$ cat src/rtl/mm_seg7_if.sv
// Result-path bus into the display: latched BCD value strobe plus clear/hold controls.
// The result stage drives through master; the display samples through slave.
interface mm_seg7_if;
  logic        clr_i;
  logic        hold_i;
  logic [15:0] din_bcd_i;
  logic        din_update_i;

  // din_update_i is a single-cycle strobe qualifying din_bcd_i.
  // There is no ready: the display is always able to take it, and drops it while hold_i is high.
  modport master (output clr_i, output hold_i, output din_bcd_i, output din_update_i);
  modport slave  (input  clr_i, input  hold_i, input  din_bcd_i, input  din_update_i);
endinterface

$ cat src/rtl/mm_seg7_display.sv
// Basys3 4-digit common-anode 7-segment driver for the multimeter result.
// Latches a BCD value, scans the digits with anti-ghost blanking, and drives the pins from registers.
module mm_seg7_display #(
  parameter int CLK_HZ     = 100_000_000,
  parameter int REFRESH_HZ = 1000,
  parameter int BLANK_CYC  = 64,
  parameter int DP_POS     = 3,
  parameter int LZ_BLANK   = 1
) (
  input  logic        clk,
  input  logic        rst_n,
  mm_seg7_if.slave    bus,
  output logic [6:0]  seg_o,
  output logic        dp_o,
  output logic [3:0]  an_o,
  output logic        err_o
);
  localparam int DIV = CLK_HZ / REFRESH_HZ;
  localparam int CW  = (DIV > 1) ? $clog2(DIV) : 1;
  localparam logic [CW-1:0] CNT_MAX   = CW'(DIV - 1);
  localparam logic [CW-1:0] BLANK_END = CW'(BLANK_CYC);
  localparam logic [1:0]    DP_IDX    = 2'(DP_POS);

  logic [15:0]   value;
  logic [CW-1:0] cnt;
  logic [1:0]    idx;
  logic [3:0]    nib;
  logic [3:0]    lz_blank;
  logic          upper_zero;
  logic          err_n;

  function automatic logic [6:0] enc(input logic [3:0] d);
    case (d)
      4'd0:    enc = 7'b1000000;
      4'd1:    enc = 7'b1111001;
      4'd2:    enc = 7'b0100100;
      4'd3:    enc = 7'b0110000;
      4'd4:    enc = 7'b0011001;
      4'd5:    enc = 7'b0010010;
      4'd6:    enc = 7'b0000010;
      4'd7:    enc = 7'b1111000;
      4'd8:    enc = 7'b0000000;
      4'd9:    enc = 7'b0010000;
      default: enc = 7'b0111111;
    endcase
  endfunction

  // Clear wins over an update in the same cycle; held updates are simply lost.
  always_ff @(posedge clk or negedge rst_n) begin
    if (!rst_n) begin
      value <= 16'h0000;
    end else if (bus.clr_i) begin
      value <= 16'h0000;
    end else if (bus.din_update_i && !bus.hold_i) begin
      value <= bus.din_bcd_i;
    end
  end

  always_ff @(posedge clk or negedge rst_n) begin
    if (!rst_n) begin
      cnt <= '0;
      idx <= 2'd0;
    end else if (cnt == CNT_MAX) begin
      cnt <= '0;
      idx <= idx + 2'd1;
    end else begin
      cnt <= cnt + 1'b1;
    end
  end

  // Walk from the most significant digit down; a digit left of the decimal point
  // is blanked only while it and everything above it is zero.
  always_comb begin
    upper_zero = 1'b1;
    lz_blank   = 4'b0000;
    err_n      = 1'b0;
    for (int k = 3; k >= 0; k--) begin
      upper_zero  = upper_zero & (value[4*k +: 4] == 4'h0);
      lz_blank[k] = (LZ_BLANK != 0) && (k > DP_POS) && upper_zero;
      err_n       = err_n | (value[4*k +: 4] > 4'd9);
    end
  end

  assign nib = value[{idx, 2'b00} +: 4];

  always_ff @(posedge clk or negedge rst_n) begin
    if (!rst_n) begin
      seg_o <= 7'h7F;
      dp_o  <= 1'b1;
      an_o  <= 4'hF;
      err_o <= 1'b0;
    end else begin
      err_o <= err_n;
      if (cnt < BLANK_END) begin
        seg_o <= 7'h7F;
        dp_o  <= 1'b1;
        an_o  <= 4'hF;
      end else begin
        seg_o <= lz_blank[idx] ? 7'h7F : enc(nib);
        dp_o  <= ~(idx == DP_IDX);
        an_o  <= ~(4'b0001 << idx);
      end
    end
  end
endmodule
$ cat src/flat_wrapper.sv
// flat-port wrapper written by rule: the top's interface ports become plain ports
module mm_seg7_display_flat 
#(
  parameter int CLK_HZ     = 100_000_000,
  parameter int REFRESH_HZ = 1000,
  parameter int BLANK_CYC  = 64,
  parameter int DP_POS     = 3,
  parameter int LZ_BLANK   = 1
)
  (clk, rst_n, seg_o, dp_o, an_o, err_o, bus_clr_i, bus_hold_i, bus_din_bcd_i, bus_din_update_i);
  mm_seg7_if bus_i ();
  input  logic clk;
  input  logic rst_n;
  output logic [6:0] seg_o;
  output logic dp_o;
  output logic [3:0] an_o;
  output logic err_o;
  input wire logic [$bits(bus_i.clr_i)-1:0] bus_clr_i;
  input wire logic [$bits(bus_i.hold_i)-1:0] bus_hold_i;
  input wire logic [$bits(bus_i.din_bcd_i)-1:0] bus_din_bcd_i;
  input wire logic [$bits(bus_i.din_update_i)-1:0] bus_din_update_i;
  assign bus_i.clr_i = bus_clr_i;
  assign bus_i.hold_i = bus_hold_i;
  assign bus_i.din_bcd_i = bus_din_bcd_i;
  assign bus_i.din_update_i = bus_din_update_i;
  mm_seg7_display #(.CLK_HZ(CLK_HZ), .REFRESH_HZ(REFRESH_HZ), .BLANK_CYC(BLANK_CYC), .DP_POS(DP_POS), .LZ_BLANK(LZ_BLANK)) u_core (.clk(clk), .rst_n(rst_n), .bus(bus_i), .seg_o(seg_o), .dp_o(dp_o), .an_o(an_o), .err_o(err_o));
endmodule
$ cat config.mk
export PLATFORM = sky130hd
export DESIGN_NAME = mm_seg7_display_flat
export DESIGN_NICKNAME = d
export VERILOG_FILES = /design/src/rtl/mm_seg7_if.sv /design/src/rtl/mm_seg7_display.sv /design/src/flat_wrapper.sv
export SDC_FILE = /design/constraint.sdc
export NUM_CORES = 1
export LEC_CHECK = 0
export BUFFER_PORTS_ARGS = -buffer_cell sky130_fd_sc_hd__buf_2
export CORE_ASPECT_RATIO = 0.8
export CORE_MARGIN = 1
export CORE_UTILIZATION = 30
export DETAILED_ROUTE_END_ITERATION = 7
export HOLD_SLACK_MARGIN = 0.08
export PLACE_DENSITY = 0.59
export RECOVER_POWER = 100
export SLEW_MARGIN = 10
export SYNTH_ARGS = -nofsm -noshare
export SYNTH_HDL_FRONTEND = slang
export SYNTH_SLANG_ARGS = --single-unit
$ cat constraint.sdc
create_clock -name clk -period 2.6 [get_ports clk]
set_clock_uncertainty 0.05 [all_clocks]
set_input_delay 0.26 -clock clk [delete_from_list [all_inputs] [get_ports clk]]
set_output_delay 0.26 -clock clk [all_outputs]
set_load 0.05 [all_outputs]
Yosys cells after proc, flatten, opt, wreduce, memory -nomap -nowiden
Memories as Yosys holds them, arrays and structs flattened.
Index checks and enable logic that the tools add are counted.
- equality and inequality tests: 2
- bitwise logic cells: 5
- $lt $le $gt $ge: 6
- multiply operators: 0
- divide/modulo/power cells: 0
- shift operators: 2
- reductions and logical operators: 3
- add/sub/neg operators: 2
- muxes and demuxes: 9
- operator list (cell ; count):
    2-to-1 mux 16 bit ; 2
    adder 17 x 1 -> 17 bit (second input constant) ; 1
    equality test 17 bit (second input constant) ; 1
    < comparator 17 x 7 -> 1 bit (second input constant) ; 1
    2-to-1 mux 17 bit ; 1
    greater-than comparator 4 bit (second input constant) ; 4
    variable part select 16 x 5 -> 4 bit ; 1
    2-to-1 mux 7 bit ; 2
    2-to-1 mux 4 bit ; 1
    NOT 4 bit ; 1
    left shift 1 x 2 -> 4 bit (first input constant) ; 1
    < comparator 2 x 3 -> 1 bit (second input constant) ; 1
    bitwise OR 1 bit ; 3
    adder 2 x 1 -> 2 bit (second input constant) ; 1
    binary-select mux 1 bit (select 2 bit) ; 1
    equality test 2 bit (second input constant) ; 1
    2-to-1 mux 1 bit ; 2
    nonzero test 2 bit ; 1
    logical AND 1 bit ; 1
    logical NOT 1 bit ; 1
    NOT 1 bit ; 1
- memories kept: 1
- memory bits (read-only): 112
- RAM bits: 0
- bits of input ports: 21
- register bits: 48
- logic and storage cells: 37
- bits in latches: 0
- memory list (name ; depth ; bits a word ; read ports ; clocked after memory_dff ; wr ports ; line ; RTL):
    (name not given) ; 16 ; 7 ; 1 ; 0 ; 0 ; mm_seg7_display.sv:33 ; case (d)

Logic depth before layout (Yosys ltp)
Gate-level depths: netlist of run 1.
- word-level depth: 4
- depth in mapped cells: 7

Worst setup path before layout of run 1
OpenSTA, ideal clock, no wires.
- path type: reg2reg
- start: register u_core.cnt[0]
- end: register u_core.idx[1]
- stages on the path, launching flop included: 6
- buffers on the path: 0
- data required time: 2425 ps
- arrival: 1684 ps
- path slack: 741 ps
- clock period less this slack: 1859 ps
- path through: dfrtp_1 -> ha_1 -> and4_1 -> nand2_1 -> nor4_4 -> mux2_4
- cells in the longest elaborated chain, start to end: 1
- RTL lines (what ; line ; RTL):
    from (decl) ; mm_seg7_display.sv:25 ; logic [CW-1:0] cnt;
    from (signal assigned) ; mm_seg7_display.sv:67 ; cnt <= cnt + 1'b1;
    equality test 17 bit ; mm_seg7_display.sv:63 ; end else if (cnt == CNT_MAX) begin
    to (signal assigned) ; mm_seg7_display.sv:65 ; idx <= idx + 2'd1;
    to (decl) ; mm_seg7_display.sv:26 ; logic [1:0] idx;
Every way passes these cells.
A chain may end at the register's enable or synchronous reset.

Worst setup path after layout of run 1
Same ends and word-level chain as after synthesis.

==> metrics.md, run 1 <==
| Metric | Value |
|---|---|
| Status | `completed` |
| Post-DR vias/cell | `4.78` |
| CP Launch Type | `flip-flop` |
| Routed Antenna Nets | `0` |
| Clk pwr share | `34.9%` |
| Crit path time final | `between 2 and 2.5 ns` |
| Power share of the combinational group | `6.9%` |
| Seq/Total Area, Yosys | `a little over half` |
| Cell variety after synth | `36` |
| Final core utilization | `36.3%` |
| I/O pin total | `34` |
| Setup TNS | `0 ns` |
| Post-Layout Cell Count | `343` |
| Via count | `roughly 1600` |
| Total GRT Usage | `12.4%` |
| FF+latch count, synth | `47` |
| Routed wire length | `4.38 mm` |
| Worst-path fanout max | `10` |
| Largest stage delay, worst path | `0.45 ns` |
| Clk buf depth | `2` |
| Avg WL per Cell | `12.8 um` |
| GPL Wtd Cong | `just over 0.8` |
| Syn_area_per_cell | `10.3 um2` |
| Net Sw Power | `0.000301 W` |
| Hold Path Class | `primary input to flip-flop` |
| Top FF cell, synth | `dfrtp_1` |
| Post-route setup slack | `0.374 ns` |
| H-tree depth | `2` |
| Initial antenna violation count | `0` |
| Asr flop ratio synth | `100%` |
| Root buf cell | `clkbuf_8` |
| Initial core utilization | `between 30% and 40%` |
| Final Cycle Share | `roughly 86%` |
| GR Overflow Total | `0` |
| Power Internal | `0.000990 W` |
| Mapped Nets | `252` |
| DRC | `0` |
| Clock sink total | `47` |
| Setup crit end kind | `flip-flop` |
| Synth area leaders | `dfrtp_1, dfstp_2, nand2_1` |
| Die Span Y | `79.8 um` |
| Net Sw Frac | `23.3%` |
| CP max stage cell | `clkbuf_1` |
| Post-DP HPWL | `3.26 mm` |
| Area leader, netlist | `dfrtp_1` |
| Synth cell count leaders | `nand2_1, dfrtp_1, a21oi_1` |
| Reg2Reg Depth | `6` |
| Clock slew at reported path FFs | `0.09 ns` |
| Fraction of layout cells with a size suffix above 1 | `between 10% and 20%` |
| Synthesized cell area | `between 0.002 and 0.0025 mm2` |
| Worst Path Arrival | `around 2.4 ns` |
| Cts bufs inserted | `5` |
| CTS tree | `built` |
| Pwr dens | `about 500 mW/mm2` |
| Vias in the first global route | `around 1600` |
| RSZ-0062 raised after global routing | `no` |
| Setup Viol. Count Final | `0` |
| Sequential Power Share | `58.3%` |
| WS Path Type | `flip-flop to flip-flop` |
| WP data required | `2.74 ns` |
| Share of the synthesized area in the top cell type | `39.6%` |
| Leak | `1.11 nW` |
| Chip width | `99.3 um` |
| Max-cap viol count | `0` |
| Fmax | `roughly 0.45 GHz` |
| Area Growth Syn to Fin | `13.4%` |
| Initial DRT Pass Iterations | `4` |
| Final Hold Viols | `0` |
| Max VDD drop | `0.175 mV` |
| Global-route wire length before repair | `roughly 7.5 mm` |
| Number of synthesized flops with an enable pin | `0` |
| Syn. warnings | `0` |
| Final max-slew violation count | `0` |
| Slew at the pin closest to its max-slew limit | `0.864 ns` |
| Drt first-iter violations | `58` |
| Worst hold path depth | `3` |
| Core area | `0.00709 mm2` |
| Setup Buffers After CTS | `0` |
| ANT cells | `0` |
| Placed Cells | `334` |
| Worst Setup Slack post-DPL | `about 0.6 ns` |
| Largest net degree at the start of global routing | `20` |
| Final net count | `roughly 290` |
| Port Buf Inserts | `33` |
| Max-slew headroom | `42.4%` |
| Mapped Cells | `220` |
| Worst-Skew Late Latency | `approximately 0.30 ns` |
| Cell with the most instances after synthesis | `nand2_1` |
| # rows | `27` |
| Die ar. | `between 0.007 and 0.008 mm2` |
| Worst path cell trace | `ha_1 > and4_1 > nand2_1 > nor4_1 > clkbuf_1 > mux2_4` |
final timing paths:
check	to	slack [ns]	from
min reg2reg	u_core.cnt[0]	0.44	u_core.cnt[0]
max reg2reg	u_core.idx[1]	0.37	u_core.cnt[0]
min in group asynchronous	u_core.cnt[12]	0.54	rst_n
max	u_core.idx[1]	0.37	u_core.cnt[0]
min	u_core.value[14]	0.14	bus_din_bcd_i[14]
max in group asynchronous	u_core.value[6]	0.74	rst_n
per-layer routing:
metal / global-route usage [%] / vias to the layer above / wire length (um)
met5: 0 / - / 0
met4: 4.85 / 0 / 38
met3: 3.59 / 5 / 241
met2: 16.5 / 48 / 1620
met1: 18.4 / 776 / 2480
li1: - / 811 / -
repair_timing:
| action | 4_1_cts | 5_1_grt |
|---|---|---|
| gates resized for setup | 0 | 0 |
| hold buffers | 1 | 0 |
| hold endpoints to repair | 9 | 0 |
critical path: cells and delay by family, from the launching register on:
| kind | cells | cell delay (ns) |
|---|---|---|
| multiplexers | 1 | 0.34 |
| buffers and inverters | 1 | 0.45 |
| AND/OR/NAND/NOR | 3 | 0.66 |
| adder cells (fa/ha/maj) | 1 | 0.22 |
| flip-flops | 1 | 0.40 |
power by group through the flow:
stage                     sequential [W]  combinational (W)  clock, W
after floorplan                 0.000765          0.0000453         0
after CTS                       0.000752          0.0000922  0.000467
after global placement          0.000765          0.0000894         0
after global routing            0.000753           0.000104  0.000501
final                           0.000752          0.0000889  0.000450
after detailed placement        0.000765          0.0000908         0
kinds of logic after synthesis:
kind of cell,after synthesis,synth area share (%)
compound gates,37,8.43
buf+inv,17,3.80
flops,47,52.4
mux,6,5.07
simple gates,88,18.9
xor+xnor,14,5.40
fa+ha+maj,11,6.06
state kept, by name (all words and copies together), names as in the netlist:
| signal | flops |
|---|---|
| u_core.cnt | 17 |
| u_core.value | 16 |
| u_core.seg_o | 7 |
| u_core.an_o | 4 |
| u_core.idx | 2 |
| u_core.err_o | 1 |
cell usage in the layout (no fill, tap or decap):
| cell type | netlist | final |
|---|---|---|
| nand2_1 | 45 | 45 |
| dfrtp_1 | 36 | 36 |
| a21oi_1 | 23 | 23 |
| buf_2 | 0 | 19 |
| clkbuf_1 | 5 | 17 |
| nor2_1 | 13 | 13 |
| o21ai_0 | 12 | 12 |
| ha_1 | 11 | 11 |
| dfstp_2 | 11 | 11 |
| inv_1 | 7 | 7 |
| xor2_1 | 7 | 7 |
| xnor2_1 | 7 | 7 |
| nand3_1 | 6 | 6 |
| clkbuf_8 | 0 | 6 |
| nand4_1 | 5 | 5 |
| mux4_2 | 4 | 4 |
| nor3_1 | 3 | 3 |
| nand2b_1 | 2 | 2 |
| and4_1 | 2 | 2 |
| nor4_1 | 1 | 2 |
| buf_4 | 2 | 2 |
| and2_0 | 0 | 1 |
| a211oi_1 | 1 | 1 |
| nor4_2 | 1 | 1 |
| or4_1 | 1 | 1 |
| or3_2 | 1 | 1 |
| or2_0 | 1 | 1 |
| or2_2 | 1 | 1 |
| o41ai_1 | 1 | 1 |
| mux2i_1 | 1 | 1 |
| and4_2 | 1 | 1 |
| and2b_2 | 1 | 1 |
| or3_1 | 1 | 1 |
| nor2b_1 | 1 | 1 |
| mux2_4 | 1 | 1 |
| clkinv_1 | 0 | 1 |
| dlygate4sd3_1 | 0 | 1 |
final cells by class:
cell class,count,area (um2)
inverters,7,26.3
clock buffers,7,86.3
flip-flops and latches,47,1190
repair buffers,38,180
clock inverters,1,3.75
multi-input cells,156,981
fillers,732,4520
well taps,87,109
metrics by stage:
step	instance area, um2	hold WS (ns)	power, W
final	2580	0.143	0.00129
after global routing	2580	0.138	0.00136
after CTS	2620	0.134	0.00131
after detailed placement	2520	0.147	0.000856
after global placement	2520	0.136	0.000855
after floorplan	2270	-0.0856	0.000810
(Power assumes the default switching activity.)
==> inputs of run 2 (changes only) <==
--- a/config.mk
+++ b/config.mk
@@ -9,6 +9,7 @@
 export CORE_ASPECT_RATIO = 0.8
 export CORE_MARGIN = 1
 export CORE_UTILIZATION = 30
+export CTS_BUF_LIST = sky130_fd_sc_hd__clkbuf_16
 export DETAILED_ROUTE_END_ITERATION = 7
 export HOLD_SLACK_MARGIN = 0.08
 export PLACE_DENSITY = 0.59
==> run 2 against run 1 <==
Compared with the run above: cell count unchanged; sequential power about the same; clock-buffer cell count decreased by 2; highest routed layer unchanged; worst setup slack improved by 0.011 ns.
==> metrics.md, run 2 (same netlist as run 1, synthesis figures left out) <==
| Metric | Value |
|---|---|
| Max VDD drop | `0.423 mV (was 0.175 mV)` |
| Pwr dens | `547 mW/mm2 (was 501 mW/mm2)` |
| Initial core utilization | `32.0% (unchanged)` |
| Status | `completed (unchanged)` |
| Total GRT Usage | `12.1% (was 12.4%)` |
| Final Cycle Share | `85.2% (was 85.6%)` |
| Final net count | `287 (unchanged)` |
| Worst Path Arrival | `2.33 ns (was 2.37 ns)` |
| Die Span Y | `79.8 um (unchanged)` |
| Post-DP HPWL | `3.26 mm (unchanged)` |
| Clock sink total | `47 (unchanged)` |
| Vias in the first global route | `1553 (was 1567)` |
| Area Growth Syn to Fin | `15.9% (was 13.4%)` |
| Most frequent cells in the layout | `nand2_1, dfrtp_1, a21oi_1, buf_2, clkbuf_1 (unchanged)` |
| CP max stage cell | `clkbuf_1 (unchanged)` |
| Setup Buffers After CTS | `0 (unchanged)` |
| CTS tree | `built (unchanged)` |
| Root buf cell | `clkbuf_16 (was clkbuf_8)` |
| Largest net degree at the start of global routing | `20 (unchanged)` |
| Setup Viol. Count Final | `0 (unchanged)` |
| Fmax | `0.451 GHz (was 0.449 GHz)` |
| WS Path Type | `flip-flop to flip-flop (unchanged)` |
| Max-slew headroom | `41.9% (was 42.4%)` |
| Setup crit end kind | `flip-flop (unchanged)` |
| Final max-slew violation count | `0 (unchanged)` |
| I/O pin total | `34 (unchanged)` |
| Timing startpoint of the critical path | `u_core.cnt[0] (unchanged)` |
| DRC | `0 (unchanged)` |
| Final Hold Viols | `0 (unchanged)` |
| Clock slew at reported path FFs | `0.06 ns (was 0.09 ns)` |
| Fraction of layout cells with a size suffix above 1 | `18.4% (was 18.8%)` |
| Core area | `0.00709 mm2 (unchanged)` |
| WP data required | `2.71 ns (was 2.74 ns)` |
| Initial DRT Pass Iterations | `4 (unchanged)` |
| Hold Path Class | `primary input to flip-flop (unchanged)` |
| Routed wire length | `4.37 mm (was 4.38 mm)` |
| Chip width | `99.3 um (unchanged)` |
| Clk buf depth | `2 (unchanged)` |
| Worst path cell trace | `ha_1 > and4_1 > nand2_1 > nor4_4 > clkbuf_1 > mux2_1 (was ha_1 > and4_1 > nand2_1 > nor4_1 > clkbuf_1 > mux2_4)` |
| Largest registers | `u_core.cnt x17, u_core.value x16, u_core.seg_o x7 (unchanged)` |
| Worst-path fanout max | `10 (unchanged)` |
| CP Launch Type | `flip-flop (unchanged)` |
| Most flops, register | `u_core.cnt (unchanged)` |
| Max reg flops | `17 (unchanged)` |
| Final core utilization | `37.1% (was 36.3%)` |
| Commonest non-fill, non-tap cell in the layout | `nand2_1 (unchanged)` |
| Initial antenna violation count | `0 (unchanged)` |
| Max-cap viol count | `0 (unchanged)` |
| H-tree depth | `2 (unchanged)` |
| Cts bufs inserted | `5 (unchanged)` |
| Via count | `1614 (was 1640)` |
| GR Overflow Total | `0 (unchanged)` |
| RR Startpoint | `u_core.cnt[0] (unchanged)` |
| RSZ-0062 raised after global routing | `no (unchanged)` |
| ANT cells | `0 (unchanged)` |
| Worst Setup Slack post-DPL | `0.597 ns (unchanged)` |
| Routed Antenna Nets | `0 (unchanged)` |
| Worst-Skew Late Latency | `0.28 ns (was 0.30 ns)` |
| # rows | `27 (unchanged)` |
| Global-route wire length before repair | `7.49 mm (was 7.54 mm)` |
| Post-DR vias/cell | `4.71 (was 4.78)` |
| Avg WL per Cell | `12.7 um (was 12.8 um)` |
| Leak | `1.13 nW (was 1.11 nW)` |
| Post-route setup slack | `0.385 ns (was 0.374 ns)` |
| Die ar. | `0.00793 mm2 (unchanged)` |
| Crit path time final | `2.22 ns (was 2.23 ns)` |
| GPL Wtd Cong | `0.828 (unchanged)` |
| Port Buf Inserts | `33 (unchanged)` |
| Hold Crit Start | `bus_din_bcd_i[4] (was bus_din_bcd_i[14])` |
| Largest stage delay, worst path | `0.42 ns (was 0.45 ns)` |
| Total Power | `0.00144 W (was 0.00129 W)` |
| Setup TNS | `0 ns (unchanged)` |
| Slew at the pin closest to its max-slew limit | `0.872 ns (was 0.864 ns)` |
| Drt first-iter violations | `99 (was 58)` |
[run 2: critical path, delay by kind of cell, from the launching register on]
family / cells / cell delay (ns)
adder cells (fa/ha/maj): 1 / 0.22
buffers and inverters: 1 / 0.42
flip-flops: 1 / 0.38
multiplexers: 1 / 0.38
AND/OR/NAND/NOR: 3 / 0.64
[run 2: area by class of cell]
type                    count  area, um2
flip-flops and latches     47       1190
repair buffers             38        180
well taps                  87        109
fillers                   735       4460
clock inverters             3       11.3
multi-input cells         156        992
inverters                   7       26.3
clock buffers               5        125
[run 2: worst paths after layout]
path	endpoint	slack [ns]	cells after the start
worst max register to register	u_core.idx[1]	0.38	6
min in group asynchronous	u_core.cnt[6]	0.57	2
worst max-delay path	u_core.idx[1]	0.38	6
worst min register to register	u_core.cnt[0]	0.43	1
worst min-delay path	u_core.value[4]	0.16	3
max in group asynchronous	u_core.value[6]	0.72	3
[run 2: metrics by stage]
| step | hold WS [ns] | cell area (um2) | std cells |
|---|---|---|---|
| floorplan | -0.0856 | 2270 | 220 |
| global placement | 0.136 | 2520 | 334 |
| detailed placement | 0.147 | 2520 | 334 |
| CTS | 0.162 | 2660 | 343 |
| global route | 0.174 | 2630 | 343 |
| finish | 0.164 | 2630 | 343 |
[run 2: layer usage]
| metal | vias up | GRT usage (%) | wire [um] |
|---|---|---|---|
| met5 | - | 0 | 0 |
| met4 | 0 | 2.65 | 23 |
| met3 | 2 | 3.59 | 230 |
| met2 | 40 | 16.7 | 1620 |
| met1 | 760 | 18.3 | 2490 |
| li1 | 812 | - | - |
[run 2: what timing repair did]
| action | 4_1_cts | 5_1_grt |
|---|---|---|
| resized for setup | 0 | 0 |
| hold endpoints to repair | 9 | 0 |
| hold buffers | 1 | 0 |
[run 2: where the power goes]
| group | total, W | internal (W) | switching, W |
|---|---|---|---|
| Clock | 0.000599 | 0.000346 | 0.000253 |
| Combinational | 0.0000890 | 0.0000336 | 0.0000554 |
| Sequential | 0.000753 | 0.000744 | 0.00000875 |
==> inputs of run 3 (changes only) <==
--- a/config.mk
+++ b/config.mk
@@ -5,16 +5,17 @@
 export SDC_FILE = /design/constraint.sdc
 export NUM_CORES = 1
 export LEC_CHECK = 0
-export BUFFER_PORTS_ARGS = -buffer_cell sky130_fd_sc_hd__buf_2
-export CORE_ASPECT_RATIO = 0.8
+export CORE_ASPECT_RATIO = 1.2
 export CORE_MARGIN = 1
 export CORE_UTILIZATION = 30
 export CTS_BUF_LIST = sky130_fd_sc_hd__clkbuf_16
 export DETAILED_ROUTE_END_ITERATION = 7
+export DONT_BUFFER_PORTS = 1
 export HOLD_SLACK_MARGIN = 0.08
-export PLACE_DENSITY = 0.59
+export PLACE_DENSITY = 0.56
 export RECOVER_POWER = 100
 export SLEW_MARGIN = 10
 export SYNTH_ARGS = -nofsm -noshare
 export SYNTH_HDL_FRONTEND = slang
 export SYNTH_SLANG_ARGS = --single-unit
+export TNS_END_PERCENT = 30
==> run 3 against run 2 <==
Compared with the run above: fmax rose by 9.9%; die area about the same; via count down 4.0%; highest routed layer unchanged; sequential share of layout area decreased by 1.3 points; critical endpoint unchanged; sequential power is essentially flat; largest cell class unchanged; core utilization rose by 0.13 points; wire length decreased by 5.2%; total power increased by 15%; first-iteration DRC count shrank 28%; worst setup slack gained 0.20 ns.
==> metrics.md, run 3 (same netlist as run 1, synthesis figures left out) <==
| Metric | Value |
|---|---|
| Max reg flops | `17 (unchanged)` |
| Avg WL per Cell | `12.6 um (was 12.7 um)` |
| Initial core utilization | `31.2% (was 32.0%)` |
| CP top delay family | `simple AND/OR/NAND/NOR gates (unchanged)` |
| # rows | `34 (was 27)` |
| CTS tree | `built (unchanged)` |
| Area Growth Syn to Fin | `19.3% (was 15.9%)` |
| Hold Path Class | `primary input to flip-flop (unchanged)` |
| Cts repair resizes | `0 (unchanged)` |
| Die ar. | `0.00793 mm2 (about the same)` |
| Port Buf Inserts | `0 (was 33)` |
| CP Launch Type | `flip-flop (unchanged)` |
| Cts bufs inserted | `5 (unchanged)` |
| Post-DP HPWL | `3.03 mm (was 3.26 mm)` |
| Initial DRT Pass Iterations | `4 (unchanged)` |
| Root buf cell | `clkbuf_16 (unchanged)` |
| Cts hold-fix bufs | `19 (was 1)` |
| Fmax | `0.496 GHz (was 0.451 GHz)` |
| Core area | `0.00727 mm2 (was 0.00709 mm2)` |
| Worst Path Arrival | `2.13 ns (was 2.33 ns)` |
| Crit path time final | `2.02 ns (was 2.22 ns)` |
| Most frequent cells in the layout | `nand2_1, dfrtp_1, a21oi_1, dlygate4sd3_1, nor2_1 (was nand2_1, dfrtp_1, a21oi_1, buf_2, clkbuf_1)` |
| Largest stage delay, worst path | `0.50 ns (was 0.42 ns)` |
| Global-route wire length before repair | `7.39 mm (was 7.49 mm)` |
| Most flops, register | `u_core.cnt (unchanged)` |
| Worst-Skew Late Latency | `0.28 ns (about the same)` |
| GPL Wtd Cong | `0.767 (was 0.828)` |
| Worst hold path depth | `4 (was 3)` |
| Chip width | `81.4 um (was 99.3 um)` |
| Clock sink total | `47 (unchanged)` |
| Via count | `1549 (was 1614)` |
| Max VDD drop | `0.233 mV (was 0.423 mV)` |
| Clock slew at reported path FFs | `0.06 ns (about the same)` |
| Routed Antenna Nets | `0 (unchanged)` |
| Die Span Y | `97.3 um (was 79.8 um)` |
| Clk buf depth | `2 (unchanged)` |
| Post-route setup slack | `0.584 ns (was 0.385 ns)` |
| Leak | `1.11 nW (was 1.13 nW)` |
| Largest net degree at the start of global routing | `48 (was 20)` |
| Worst Setup Slack post-DPL | `0.597 ns (about the same)` |
| Worst path depth | `5 (was 6)` |
| Post-DR vias/cell | `4.71 (about the same)` |
| Total GRT Usage | `11.8% (was 12.1%)` |
| Initial antenna violation count | `0 (unchanged)` |
| Largest registers | `u_core.cnt x17, u_core.value x16, u_core.seg_o x7 (unchanged)` |
| Max-cap viol count | `0 (unchanged)` |
| Fill cells | `722 (was 735)` |
| Setup TNS | `0 ns (unchanged)` |
| Hold WS | `0.292 ns (was 0.164 ns)` |
| Worst-path fanout max | `9 (was 10)` |
| WP data required | `2.71 ns (about the same)` |
| RSZ-0062 raised after global routing | `no (unchanged)` |
| Commonest non-fill, non-tap cell in the layout | `nand2_1 (unchanged)` |
| Routed wire length | `4.14 mm (was 4.37 mm)` |
| Final Hold Viols | `0 (unchanged)` |
| Final max-slew violation count | `0 (unchanged)` |
| Slew at the pin closest to its max-slew limit | `1.10 ns (was 0.872 ns)` |
| Reg2Reg Depth | `5 (was 6)` |
| Setup crit end kind | `flip-flop (unchanged)` |
| Pwr dens | `612 mW/mm2 (was 547 mW/mm2)` |
| Drt first-iter violations | `71 (was 99)` |
| Max-slew headroom | `26.9% (was 41.9%)` |
| DRC | `0 (unchanged)` |
| Worst path cell trace | `ha_1 > and4_1 > nand2_1 > nor4_4 > mux2_1 (was ha_1 > and4_1 > nand2_1 > nor4_4 > clkbuf_1 > mux2_1)` |
| Vias in the first global route | `1555 (was 1553)` |
| Final net count | `270 (was 287)` |
| GR Overflow Total | `0 (unchanged)` |
| Buf/Inv on CP | `0 (was 1)` |
| H-tree depth | `2 (unchanged)` |
| WS Path Type | `flip-flop to flip-flop (unchanged)` |
| I/O pin total | `34 (unchanged)` |
| ANT cells | `0 (unchanged)` |
| Setup Buffers After CTS | `0 (unchanged)` |
| Setup Viol. Count Final | `0 (unchanged)` |
| Final Cycle Share | `77.5% (was 85.2%)` |
| Fraction of layout cells with a size suffix above 1 | `8.37% (was 18.4%)` |
| Status | `completed (unchanged)` |
| CP max stage cell | `nor4_4 (was clkbuf_1)` |
run 3: cell types whose count changed in the layout (fill, tap and decap cells not counted):
cell / before / now
buf_2: 19 / 0
dlygate4sd3_1: 1 / 18
clkbuf_2: 0 / 1
dfstp_1: 0 / 11
dfstp_2: 11 / 0
buf_4: 2 / 1
bufinv_16: 0 / 2
clkinv_1: 2 / 0
clkbuf_1: 16 / 1
clkinvlp_4: 0 / 1
inv_1: 8 / 7
run 3: through the flow:
stage               power, W  util [%]  cell area [um2]  cells
floorplan           0.000810         -             2270    220
global placement    0.000818      32.2             2340    302
detailed placement  0.000820      32.2             2340    302
CTS                  0.00169      37.7             2740    329
global route         0.00172      37.3             2710    329
finish               0.00166      37.3             2710    329
run 3: cell type report:
| class | count | area (um2) | share of cell area (%) |
|---|---|---|---|
| tap | 90 | 113 | 4.16 |
| clock inverter | 3 | 67.6 | 2.49 |
| multi-input combinational | 156 | 992 | 36.6 |
| sequential | 47 | 1190 | 43.9 |
| inverter | 7 | 26.3 | 0.970 |
| clock buffer | 5 | 125 | 4.62 |
| timing repair buffer | 21 | 196 | 7.25 |
run 3: path summary, 6_finish.rpt:
kind	start	end	slack, ns
max in group asynchronous	rst_n	u_core.idx[0]	1.17
min in group asynchronous	rst_n	u_core.cnt[14]	0.67
worst min-delay path	bus_hold_i	u_core.value[14]	0.29
worst min register to register	u_core.cnt[0]	u_core.cnt[0]	0.44
worst max register to register	u_core.cnt[0]	u_core.idx[1]	0.58
worst max-delay path	u_core.cnt[0]	u_core.idx[1]	0.58
run 3: layer usage:
| layer | part of all wire [%] | track usage, % | up-vias | routed length, um |
|---|---|---|---|---|
| met2 | 46 | 17.2 | 36 | 1920 |
| met1 | 49 | 16.9 | 730 | 2010 |
| met3 | 3.9 | 2.07 | 6 | 161 |
| li1 | - | - | 777 | - |
| met4 | 1.3 | 4.95 | 0 | 55 |
| met5 | 0 | 0 | - | 0 |
run 3: tightest hold or removal path: cells and delay by family:
kind                   cells  cell delay [ns]
AND/OR/NAND/NOR            2             0.10
AO/OA/AOI/OAI              1             0.05
buffers and inverters      1             0.17
run 3: where the power goes:
group	internal, W	switching [W]
Clock	0.000550	0.000264
Combinational	0.0000393	0.0000496
Sequential	0.000743	0.0000125
Total	0.00133	0.000326
